File: config.mk
export PLATFORM = sky130hd
export DESIGN_NAME = reg_write_seq
export DESIGN_NICKNAME = d
export VERILOG_FILES = /design/src/rtl/reg_write_seq.sv
export SDC_FILE = /design/constraint.sdc
export NUM_CORES = 1
export LEC_CHECK = 0
export BUFFER_PORTS_ARGS = -buffer_cell sky130_fd_sc_hd__buf_4
export CAP_MARGIN = 20
export CORE_MARGIN = 3
export CORE_UTILIZATION = 50
export CTS_CLUSTER_SIZE = 40
export DETAILED_ROUTE_END_ITERATION = 7
export GPL_TIMING_DRIVEN = 0
export HOLD_SLACK_MARGIN = 0.03
export PLACE_DENSITY = 0.79
export SYNTH_ARGS = -nofsm -noshare
export SYNTH_HDL_FRONTEND = slang
export SYNTH_SLANG_ARGS = --single-unit
File: constraint.sdc
create_clock -name clk_i -period 2.43 [get_ports clk_i]
set_clock_uncertainty 0.1 [all_clocks]
set_input_delay 0.243 -clock clk_i [delete_from_list [all_inputs] [get_ports clk_i]]
set_output_delay 0.243 -clock clk_i [all_outputs]
set_load 0.005 [all_outputs]
File: src/rtl/reg_write_seq.sv
`default_nettype none
// +------------------------------------------------------------------------+
// | reg_write_seq: single-write sequencer for the A/B/R data registers,    |
// | with one-cycle enable pulse, readback verify and done/err reporting.   |
// | Revision: 1.0                                                          |
// +------------------------------------------------------------------------+
module reg_write_seq #(
    parameter int WIDTH = 4,
    parameter int NREG  = 3
) (
    input  logic                  clk_i,
    input  logic                  rst_i,
    input  logic                  req_valid_i,
    output logic                  req_ready_o,
    input  logic [1:0]            req_sel_i,
    input  logic [WIDTH-1:0]      req_data_i,
    output logic [NREG-1:0]       en_o,
    output logic [WIDTH-1:0]      data_o,
    input  logic [NREG*WIDTH-1:0] rdbk_i,
    output logic                  busy_o,
    output logic                  done_o,
    output logic                  err_o
);

    typedef enum logic [2:0] {
        S_IDLE   = 3'd0,
        S_WRITE  = 3'd1,
        S_VERIFY = 3'd2,
        S_DONE   = 3'd3,
        S_ERR    = 3'd4
    } state_t;

    state_t           state_q, state_d;
    logic [1:0]       sel_q, sel_d;
    logic [WIDTH-1:0] data_q, data_d;
    logic [NREG-1:0]  en_q, en_d;
    logic             done_q, done_d;
    logic             err_q, err_d;
    logic [WIDTH-1:0] rd_slice;
    logic             sel_ok;

    // Readback slice of the latched target; only consulted when sel_q is legal.
    always_comb begin
        rd_slice = '0;
        for (int k = 0; k < NREG; k++) begin
            if (int'(sel_q) == k) begin
                rd_slice = rdbk_i[k*WIDTH +: WIDTH];
            end
        end
    end

    assign sel_ok = int'(req_sel_i) < NREG;

    always_comb begin
        state_d = state_q;
        sel_d   = sel_q;
        data_d  = data_q;
        en_d    = '0;
        done_d  = 1'b0;
        err_d   = 1'b0;
        case (state_q)
            S_IDLE: begin
                if (req_valid_i) begin
                    sel_d  = req_sel_i;
                    data_d = req_data_i;
                    if (sel_ok) begin
                        state_d = S_WRITE;
                        for (int k = 0; k < NREG; k++) begin
                            en_d[k] = (int'(req_sel_i) == k);
                        end
                    end else begin
                        state_d = S_ERR;
                        done_d  = 1'b1;
                        err_d   = 1'b1;
                    end
                end
            end
            S_WRITE: begin
                state_d = S_VERIFY;
            end
            S_VERIFY: begin
                state_d = S_DONE;
                done_d  = 1'b1;
                err_d   = (rd_slice != data_q);
            end
            S_DONE:  state_d = S_IDLE;
            S_ERR:   state_d = S_IDLE;
            default: state_d = S_IDLE;
        endcase
    end

    always_ff @(posedge clk_i or posedge rst_i) begin
        if (rst_i) begin
            state_q <= S_IDLE;
            sel_q   <= '0;
            data_q  <= '0;
            en_q    <= '0;
            done_q  <= 1'b0;
            err_q   <= 1'b0;
        end else begin
            state_q <= state_d;
            sel_q   <= sel_d;
            data_q  <= data_d;
            en_q    <= en_d;
            done_q  <= done_d;
            err_q   <= err_d;
        end
    end

    assign req_ready_o = (state_q == S_IDLE);
    assign busy_o      = (state_q != S_IDLE);
    assign en_o        = en_q;
    assign data_o      = data_q;
    assign done_o      = done_q;
    assign err_o       = err_q;

endmodule
`default_nettype wire

==> results of run 1 <==
metrics by stage:
stage	area, um^2	hold WS [ps]	worst slack, ps	utilization (%)	cells
floorplan	786	32.2	944	-	67
global placement	1040	206	869	75.0	113
detailed placement	1040	214	855	75.0	113
CTS	1080	63.8	791	78.4	118
global route	1080	59.6	734	78.4	118
finish	1080	70.2	796	78.4	118
cell families after synthesis:
kind of cell	Yosys count
AO/OA/AOI/OAI	9
XOR/XNOR	2
buffers and inverters	6
flip-flops	14
multiplexers	10
AND/OR/NAND/NOR	26
report_power, final:
group          internal, uW  switching [uW]  leakage (uW)
combinational           392             244      0.000352
sequential              323            97.2      0.000175
clock                  91.3            75.2     0.0000210
path summary, 6_finish.rpt:
path	cells past startpoint	endpoint	slack (ps)
worst max-delay path	3	req_ready_o	800
worst min-delay path	2	en_o[1]	70
worst max register to register	4	err_o	850
worst min register to register	1	state_q[0]	380
max in group asynchronous	3	data_o[2]	1430
min in group asynchronous	3	done_o	450
registers in the layout, summed over array words and instances (netlist names):
signal	flops
done_o	1
err_o	1
en_o	3
state_q	3
data_o	4
sel_q	2
area by class of cell:
| cell class | instances | area (um^2) |
|---|---|---|
| multi-input cells | 47 | 407 |
| fillers | 93 | 299 |
| inverters | 4 | 16.3 |
| flip-flops and latches | 14 | 350 |
| plain buffers | 2 | 12.5 |
| clock buffers | 4 | 36.3 |
| repair buffers | 32 | 243 |
| well taps | 15 | 18.8 |
cell usage after synthesis:
library cell | instances | share of area [%]
sky130_fd_sc_hd__or3_1 | 3 | 2.4
sky130_fd_sc_hd__nand2_1 | 2 | 0.96
sky130_fd_sc_hd__nor3_1 | 2 | 1.3
sky130_fd_sc_hd__nand2b_1 | 2 | 1.6
sky130_fd_sc_hd__nand2_4 | 1 | 1.4
sky130_fd_sc_hd__clkinv_2 | 1 | 0.64
sky130_fd_sc_hd__buf_2 | 1 | 0.64
sky130_fd_sc_hd__a31oi_1 | 2 | 1.6
sky130_fd_sc_hd__nand3b_1 | 1 | 0.96
sky130_fd_sc_hd__a311oi_1 | 1 | 1.1
sky130_fd_sc_hd__inv_1 | 3 | 1.4
sky130_fd_sc_hd__or2_2 | 1 | 0.80
sky130_fd_sc_hd__nand3_1 | 1 | 0.64
sky130_fd_sc_hd__dfrtp_1 | 14 | 45
sky130_fd_sc_hd__a221oi_2 | 2 | 3.8
sky130_fd_sc_hd__or3_4 | 1 | 1.4
sky130_fd_sc_hd__nor2b_1 | 5 | 4.0
sky130_fd_sc_hd__and4b_1 | 2 | 2.5
sky130_fd_sc_hd__xnor2_1 | 2 | 2.2
sky130_fd_sc_hd__mux2i_1 | 2 | 2.5
sky130_fd_sc_hd__mux2_4 | 7 | 13
sky130_fd_sc_hd__a21oi_1 | 1 | 0.64
sky130_fd_sc_hd__buf_4 | 1 | 0.96
sky130_fd_sc_hd__o21ai_1 | 1 | 0.64
sky130_fd_sc_hd__o221ai_1 | 1 | 1.1
sky130_fd_sc_hd__nor3b_1 | 2 | 1.9
sky130_fd_sc_hd__nand4bb_1 | 1 | 1.4
sky130_fd_sc_hd__a22oi_1 | 1 | 0.96
sky130_fd_sc_hd__mux2_2 | 1 | 1.4
sky130_fd_sc_hd__nor2_1 | 2 | 0.96
routing by layer:
| layer | global-route usage [%] | vias up |
|---|---|---|
| li1 | - | 314 |
| met3 | 9.09 | 3 |
| met5 | 0 | - |
| met1 | 21.1 | 304 |
| met2 | 33.7 | 25 |
| met4 | 5.26 | 0 |
==> flow_summary.rst, run 1 <==
.. list-table::
   :header-rows: 1

   * - Metric
     - Value
   * - Number of cells produced by synthesis
     - 67
   * - Slew margin rel.
     - 65.8%
   * - Area growth from synthesis to layout
     - 37.9%
   * - Die area
     - 2080 um^2
   * - Met2 WL post-DR
     - 822 um
   * - Standard-cell row count
     - 13
   * - CTS hold repair buffers
     - 1
   * - PwrDens
     - 1130 nW/um^2
   * - Max Cap Viol
     - 0
   * - Crit path launch
     - state_q[0]
   * - Number of clock buffers inserted by TritonCTS
     - 3
   * - Critical-path cell list
     - or3_4 -> clkinv_2 -> buf_4
   * - XOR/XNOR Fraction of Synth Area
     - 2.23%
   * - Initial antenna violation count
     - 0
   * - Vertical die dimension
     - 45.6 um
   * - Standard cell core area
     - about 1400 um^2
   * - Total count of hold-check failures in the final report
     - 0
   * - Overflow after GRT
     - 0
   * - DIE WIDTH
     - 45.6 um
   * - Sequential-to-total area share from yosys stat
     - between 40 and 50%
   * - Via count of the first global-routing pass
     - 650
   * - Clock latency on the worst-skew pair
     - 280 ps
   * - Vias per cell
     - 5.47
   * - Post-synthesis compound-gate area fraction
     - under 10%
   * - Detail Route met3 WL
     - 138 um
   * - Adder-Cell Fraction of Synth Area
     - 0%
   * - Data arrival time of the worst path
     - 1290 ps
   * - Beginning of the worst register-to-register path
     - sel_q[0]
   * - Cell area after technology mapping
     - 786 um^2
   * - Total chip power
     - 1220 uW
   * - Clock Tree Buf Depth
     - 2
   * - CTS tree
     - yes
   * - Wire length of the first global-routing pass
     - 2810 um
   * - Largest net degree at the start of global routing
     - 15
   * - Commonest non-fill, non-tap cell in the layout
     - sky130_fd_sc_hd__buf_4
   * - Worst Hold Class
     - in -> reg
   * - Synthesis-stage register bit count
     - 14
   * - Worst path slowest cell
     - sky130_fd_sc_hd__dfrtp_1
   * - Shortest clock period the worst path allows after layout
     - 1630 ps
   * - Area fraction in and, or, nand and nor cells after synthesis
     - 22.3%
   * - Count of unresolved DRC violations after routing
     - 0
   * - Path type of the worst setup path
     - reg -> out
   * - Count of nets after finishing
     - 125
   * - Number of H-tree levels
     - 1
   * - Drt first-iter violations
     - 7
   * - Antenna Violating Nets Remaining
     - 0
   * - Clock-pin slew of the registers on the worst-case setup and hold paths
     - 90 ps
   * - RSZ-0062 raised after global routing
     - false
   * - Slowest cell delay on critical path
     - 420 ps
   * - Launching element type of the critical path
     - flop
   * - Largest vdd supply drop
     - roughly 860 uV
   * - Total length of routed wires
     - 1680 um
   * - Highest metal layer with signal wires
     - met4
   * - Initial Utilization
     - 56.8%
   * - Resize count post-CTS
     - 0
   * - Data required, critical path
     - ~2100 ps
   * - Leakage power figure
     - 0.000548 uW
   * - Synthesized netlist net count
     - slightly below 90
   * - All-Layer GR Usage
     - 19.5%
   * - WP buf/inv
     - 2
   * - Slew of the pin with the lowest slew margin
     - 512 ps
   * - Postcts setup bufs
     - 0
   * - Number of iterations in the first detailed-routing pass
     - 4
   * - Final count of negative-setup-slack endpoints
     - 0
   * - Fmax
     - 612 MHz
   * - Number of I/O pins
     - 32
   * - Kind of cell adding the most delay to the critical path
     - flip-flops
   * - Clock root cell
     - sky130_fd_sc_hd__clkbuf_4
   * - Multiplexer share of the synthesized area
     - 17.4%
   * - Vias after detailed routing
     - 646
   * - Fraction of layout instances using a drive strength above 1
     - between 40 and 50%
   * - Synthesis Warnings
     - 0
   * - Unique masters post-synth
     - 30
   * - Main combinational cell family by area after synthesis
     - simple AND/OR/NAND/NOR gates
   * - Portion of the clock cycle consumed by the worst path in the final layout
     - roughly 67%
   * - Avg Cell Area, Syn
     - 11.7 um^2
   * - Status
     - finished clean
   * - Buffers added on ports
     - 31
   * - Most used cells in the layout excluding fill and tap cells
     - 32 x sky130_fd_sc_hd__buf_4, 14 x sky130_fd_sc_hd__dfrtp_1, 7 x sky130_fd_sc_hd__mux2_4
   * - Routability Congestion
     - 0.727
   * - Setup Total Neg Slack
     - 0 ps
   * - HPWL after DPL
     - about 1200 um
   * - Number of pins exceeding their max-slew limit in the final report
     - 0
   * - Per-cell routed wire length
     - 14.2 um
   * - # diodes
     - 0
   * - TritonCTS Sinks
     - 14
   * - Post-Route M1 WL
     - 705 um
   * - CP Capture Type
     - output port
   * - Largest fanout of any net on the critical path
     - 4
   * - Startpoint of the most critical hold path
     - req_sel_i[1]
(Power assumes the default switching activity.)
==> run 2, diff against run 1 <==
Settings changed: CORE_UTILIZATION 50 to 42, PLACE_DENSITY 0.79 to 0.71.
Clock period 2.43 ns to 1.3 ns, I/O delays scaled along.
==> flow_summary.rst, run 2 (synthesized netlist as in run 1, its figures left out) <==
.. list-table::
   :header-rows: 1

   * - Metric
     - Value
   * - Standard cell core area
     - 1750 um^2 (+26%)
   * - Routability Congestion
     - 0.697 (-4.2%)
   * - Number of clock buffers inserted by TritonCTS
     - 3 (unchanged)
   * - Clock root cell
     - sky130_fd_sc_hd__clkbuf_4
   * - Largest fanout of any net on the critical path
     - 3 (-1)
   * - Standard-cell row count
     - 15 (+2)
   * - Wire length of the first global-routing pass
     - 3530 um (+26%)
   * - Final worst slack
     - -297 ps (-1090 ps)
   * - TritonCTS Sinks
     - 14 (unchanged)
   * - Depth of the worst register-to-register path
     - 4 (unchanged)
   * - Number of iterations in the first detailed-routing pass
     - 4 (unchanged)
   * - Met2 Track Usage GR
     - 33.3% (-0.45 points)
   * - Number of H-tree levels
     - 1 (unchanged)
   * - Number of pins exceeding their max-slew limit in the final report
     - 0 (unchanged)
   * - CP Capture Type
     - flop
   * - RSZ-0062 raised after global routing
     - true
   * - Launching element type of the critical path
     - flop
   * - Area growth from synthesis to layout
     - 67.8%
   * - Placed Instance Area
     - 1070 um^2 (+3.3%)
   * - Worst slack on hold paths
     - 42.2 ps (-28.0 ps)
   * - Portion of the clock cycle consumed by the worst path in the final layout
     - 123%
   * - DIE WIDTH
     - 49.3 um (+7.9%)
   * - Vertical die dimension
     - 49.3 um (+7.9%)
   * - Leakage power figure
     - 0.000631 uW (+15%)
   * - Largest vdd supply drop
     - 1190 uV (+39%)
   * - Data required, critical path
     - 1360 ps (-730 ps)
   * - Met3 routing resource usage after global routing
     - 3.67% (-5.4 points)
   * - Drt first-iter violations
     - 11 (+4)
   * - Slew margin rel.
     - 66.1% (+0.28 points)
   * - Path type of the worst setup path
     - reg -> reg
   * - Max Cap Viol
     - 0 (unchanged)
   * - Number of I/O pins
     - 32 (unchanged)
   * - Commonest non-fill, non-tap cell in the layout
     - sky130_fd_sc_hd__buf_4
   * - Startpoint of the most critical hold path
     - req_sel_i[0]
   * - Status
     - complete, but fails checks
   * - Slowest cell delay on critical path
     - 450 ps (+30 ps)
   * - Buffers added on ports
     - 31 (unchanged)
   * - Worst path slowest cell
     - sky130_fd_sc_hd__dfrtp_2
   * - Worst Hold Class
     - in -> reg
   * - Fraction of layout instances using a drive strength above 1
     - 56.4% (+6.9 points)
   * - All-Layer GR Usage
     - 19.6% (+0.096 points)
   * - Flop-to-flop setup slack
     - -300 ps (-1150 ps)
   * - Data arrival time of the worst path
     - 1660 ps (+370 ps)
   * - Die area
     - 2430 um^2 (+16%)
   * - Total length of routed wires
     - 2100 um (+25%)
   * - Count of cells along the worst hold path
     - 2 (unchanged)
   * - CTS tree
     - yes
   * - Overflow after GRT
     - 0 (unchanged)
   * - Antenna Violating Nets Remaining
     - 0 (unchanged)
   * - Kind of cell adding the most delay to the critical path
     - flip-flops
   * - Initial Utilization
     - 45.0% (-12 points)
   * - Clock-pin slew of the registers on the worst-case setup and hold paths
     - 80 ps (about the same)
   * - Critical-path cell list
     - mux2_4 -> or3_4 -> a22oi_2 -> a31oi_1
   * - Initial antenna violation count
     - 0 (unchanged)
   * - Slew of the pin with the lowest slew margin
     - 508 ps (-4.26 ps)
   * - Fmax
     - 626 MHz
   * - HPWL after DPL
     - 1290 um (+5.4%)
   * - WP buf/inv
     - 0 (-2)
   * - Largest net degree at the start of global routing
     - 15 (unchanged)
   * - End of the worst register-to-register path
     - err_o
   * - GR Util met1
     - 23.3% (+2.2 points)
   * - Layout Cell Area excl Fill
     - 1320 um^2 (+22%)
   * - Gr busiest metal
     - met2
   * - Crit path launch
     - sel_q[0]
   * - Total chip power
     - 2670 uW (+120%)
   * - Via count of the first global-routing pass
     - 752 (+16%)
   * - Count of unresolved DRC violations after routing
     - 0 (unchanged)
   * - Final count of negative-setup-slack endpoints
     - 12 (+12)
   * - Max reg flops
     - 4 (unchanged)
   * - # diodes
     - 0 (unchanged)
   * - Total count of hold-check failures in the final report
     - 0 (unchanged)
   * - Worst Hold Path EP
     - en_o[1]
   * - Per-cell routed wire length
     - 14.8 um (+4.1%)
   * - Util after Layout
     - 75.6% (-2.8 points)
   * - Vias per cell
     - 4.99 (-8.8%)
   * - Most used cells in the layout excluding fill and tap cells
     - 33 x sky130_fd_sc_hd__buf_4, 13 x sky130_fd_sc_hd__dfrtp_1, 9 x sky130_fd_sc_hd__dlygate4sd3_1
   * - Vias after detailed routing
     - 709 (+9.8%)
   * - Shortest clock period the worst path allows after layout
     - 1600 ps
   * - Failing checks
     - setup timing
   * - Count of nets after finishing
     - 139 (+11%)
   * - Clock Tree Buf Depth
     - 2 (unchanged)
   * - Clock latency on the worst-skew pair
     - 280 ps (about the same)
   * - Beginning of the worst register-to-register path
     - sel_q[0]
   * - PwrDens
     - 2030 nW/um^2 (+80%)
-- run 2: worst register-to-register path, delay by kind of cell (launching register included) --
kind               cells  cell delay (ps)
and+or+nand+nor        1              330
AOI/OAI and AO/OA      2              270
DFF                    1              450
muxes                  1              320
-- run 2: per-layer routing --
| layer | up-vias | part of all wire, % |
|---|---|---|
| li1 | 346 | - |
| met1 | 336 | 42 |
| met2 | 23 | 51 |
| met3 | 4 | 5.6 |
| met4 | 0 | 1.7 |
| met5 | - | 0 |
-- run 2: power breakdown --
part	switching, uW	internal, uW	leakage, uW	total (uW)
registers	168	607	0.000174	775
logic	626	954	0.000436	1580
clock network	147	171	0.0000210	318
-- run 2: how the worst max path moves through the flow --
| stage | to | slack [ps] | cells after the start |
|---|---|---|---|
| after global placement | err_o | -310 | 5 |
| after floorplan | err_o | -180 | 4 |
| final | err_o | -300 | 4 |
| after CTS | err_o | -300 | 4 |
| after detailed placement | err_o | -400 | 5 |
| after global routing | err_o | -360 | 4 |
-- run 2: repair_timing --
item,in CTS,in global routing
endpoints found under the setup margin,12,13
resized for setup,10,6
pin swaps,4,1
hold buffers,9,0
setup buffers,5,1
cloned,0,0
endpoints found under the hold margin,21,0
-- run 2: layout make-up --
cell class,instances,area [um^2]
Inverter,4,20.0
Sequential cell,14,352
Clock buffer,4,36.3
Fill cell,134,427
Multi-Input combinational cell,47,480
Tap cell,25,31.3
Buffer,2,16.3
Timing Repair Buffer,46,383
-- run 2: stage by stage --
step	setup slack [ps]	cells	TNS (ps)
5_1_grt	-364	142	-2750
2_1_floorplan	-181	67	-1150
4_1_cts	-302	141	-2080
3_5_place_dp	-396	123	-1610
6_report	-297	142	-2190
3_3_place_gp	-311	123	-1500
==> run 3, diff against run 2 <==
Settings changed: CORE_ASPECT_RATIO set to 0.9.
Clock period 1.3 ns to 1.4 ns, I/O delays scaled along.
==> flow_summary.rst, run 3 (synthesized netlist as in run 1, its figures left out) <==
.. list-table::
   :header-rows: 1

   * - Metric
     - Value
   * - Area growth from synthesis to layout
     - 58.9%
   * - TritonCTS Sinks
     - 14 (unchanged)
   * - Util after Layout
     - 72.7% (-2.8 points)
   * - Largest fanout of any net on the critical path
     - 3 (unchanged)
   * - Commonest non-fill, non-tap cell in the layout
     - sky130_fd_sc_hd__buf_4
   * - Largest vdd supply drop
     - 1090 uV (-8.9%)
   * - Number of iterations in the first detailed-routing pass
     - 4 (unchanged)
   * - Worst Hold Class
     - in -> reg
   * - Count of unresolved DRC violations after routing
     - 0 (unchanged)
   * - Overflow after GRT
     - 0 (unchanged)
   * - Status
     - complete, but fails checks
   * - Max Cap Viol
     - 0 (unchanged)
   * - Vias per cell
     - 5.13 (+2.8%)
   * - Clock-pin slew of the registers on the worst-case setup and hold paths
     - 90 ps (about the same)
   * - Slew of the pin with the lowest slew margin
     - 519 ps (+10.5 ps)
   * - Leakage power figure
     - 0.000606 uW (-3.9%)
   * - Standard-cell row count
     - 14 (-1)
   * - # diodes
     - 0 (unchanged)
   * - Initial Utilization
     - 45.8% (+0.75 points)
   * - Final worst slack
     - -183 ps (+114 ps)
   * - Launching element type of the critical path
     - flop
   * - Via count of the first global-routing pass
     - 673 (-11%)
   * - Standard cell core area
     - 1720 um^2 (-1.6%)
   * - Initial antenna violation count
     - 0 (unchanged)
   * - Clock root cell
     - sky130_fd_sc_hd__clkbuf_4
   * - Number of pins exceeding their max-slew limit in the final report
     - 0 (unchanged)
   * - Net load switching power
     - 808 uW (-14%)
   * - Largest net degree at the start of global routing
     - 15 (unchanged)
   * - Max reg flops
     - 4 (unchanged)
   * - Antenna Violating Nets Remaining
     - 0 (unchanged)
   * - Fraction of layout instances using a drive strength above 1
     - 54.4% (-2.0 points)
   * - Per-cell routed wire length
     - 14.1 um (-4.9%)
   * - Total length of routed wires
     - 1940 um (-7.6%)
   * - Sequential cell fraction of total power
     - 30.7% (+1.7 points)
   * - Vias after detailed routing
     - 708 (-0.14%)
   * - Wire length of the first global-routing pass
     - 3020 um (-14%)
   * - Flop-to-flop setup slack
     - -180 ps (+110 ps)
   * - Number of H-tree levels
     - 1 (unchanged)
   * - Shortest clock period the worst path allows after layout
     - 1580 ps (-14.4 ps)
   * - Portion of the clock cycle consumed by the worst path in the final layout
     - 113% (-9.8 points)
   * - Number of clock buffers inserted by TritonCTS
     - 3 (unchanged)
   * - Routability Congestion
     - 0.727 (+4.3%)
   * - Clock Tree Buf Depth
     - 2 (unchanged)
   * - Most used cells in the layout excluding fill and tap cells
     - 33 x sky130_fd_sc_hd__buf_4, 13 x sky130_fd_sc_hd__dfrtp_1, 8 x sky130_fd_sc_hd__mux2_4
   * - Count of nets after finishing
     - 136 (-2.2%)
   * - CTS tree
     - yes
   * - Fraction of power consumed by the clock network
     - 12.3% (+0.4 points)
   * - Final count of negative-setup-slack endpoints
     - 9 (-3)
   * - Number of I/O pins
     - 32 (unchanged)
   * - Clock latency on the worst-skew pair
     - 280 ps (about the same)
   * - Drt first-iter violations
     - 10 (-1)
   * - Switching share of total power
     - 34.4% (-0.85 points)
   * - HPWL after DPL
     - 1320 um (+2.5%)
   * - Data required, critical path
     - 1460 ps (+100 ps)
   * - DIE WIDTH
     - 51.6 um (+4.7%)
   * - Total count of hold-check failures in the final report
     - 0 (unchanged)
   * - RSZ-0062 raised after global routing
     - true
   * - Relative contribution of combinational cells to total power
     - 56.9% (-2.2 points)
   * - Buffers added on ports
     - 31 (unchanged)
   * - All-Layer GR Usage
     - 17.1% (-2.5 points)
   * - Failing checks
     - setup timing
   * - Int Power
     - 1540 uW (-11%)
   * - CP Capture Type
     - flop
   * - Worst slack on hold paths
     - 93.1 ps (+50.9 ps)
   * - Path type of the worst setup path
     - reg -> reg
   * - Fmax
     - 632 MHz (+0.91%)
   * - Slew margin rel.
     - 65.4% (-0.70 points)
   * - PwrDens
     - 1880 nW/um^2 (-7.1%)
   * - Placement Setup Slack
     - -174 ps (+222 ps)
   * - Die area
     - 2430 um^2 (about the same)
   * - Vertical die dimension
     - 47.0 um (-4.5%)
   * - Data arrival time of the worst path
     - 1640 ps (-20 ps)
## run 3: timing repair
action | CTS | global route
pin swaps | 1 | 0
setup buffers | 2 | 2
resized for setup | 4 | 5
hold buffers | 7 | 0
endpoints found under the setup margin | 10 | 11
endpoints found under the hold margin | 21 | 0
gates cloned | 1 | 0
## run 3: path summary, 6_finish.rpt
path | startpoint | to | cells after the start
min in group asynchronous | rst_i | done_o | 3
worst max-delay path | sel_q[0] | err_o | 4
worst min-delay path | req_valid_i | en_o[1] | 3
worst min register to register | state_q[2] | state_q[1] | 2
max in group asynchronous | rst_i | sel_q[0] | 3
worst max register to register | sel_q[0] | err_o | 4
## run 3: stage by stage
stage               total power (uW)  instances  TNS, ps  cell area, um^2
floorplan                       1500         67     -432              802
global placement                1850        122     -729             1060
detailed placement              1880        122     -775             1060
CTS                             2290        136     -873             1210
global route                    2510        138    -1250             1250
finish                          2350        138     -896             1250
## run 3: power groups by stage
stage / logic [uW] / clock network [uW] / registers (uW)
finish: 1340 / 290 / 722
global route: 1450 / 321 / 743
CTS: 1270 / 297 / 718
detailed placement: 1140 / 0 / 735
global placement: 1130 / 0 / 725
floorplan: 792 / 0 / 706
## run 3: critical path, stage by stage, from the launching register on
cell,delay [ps]
sky130_fd_sc_hd__dfrtp_2,450
sky130_fd_sc_hd__mux2_4,320
sky130_fd_sc_hd__or3_4,330
sky130_fd_sc_hd__a22oi_2,160
sky130_fd_sc_hd__a31oi_1,100
## run 3: cell type report
| class | instances | area (um^2) |
|---|---|---|
| buffer | 2 | 16.3 |
| multi-input combinational | 48 | 454 |
| sequential | 14 | 352 |
| timing repair buffer | 42 | 340 |
| inverter | 4 | 20.0 |
| fill | 137 | 468 |
| tap | 24 | 30.0 |
| clock buffer | 4 | 36.3 |
## run 3: metal layers
metal	vias up	share of wire [%]	global-route usage (%)	wire, um
met5	-	0	0	0
met4	0	0.88	6.28	17
met3	2	7.0	4.44	135
met2	27	50	30.2	966
met1	336	42	20.4	823
li1	343	-	-	-
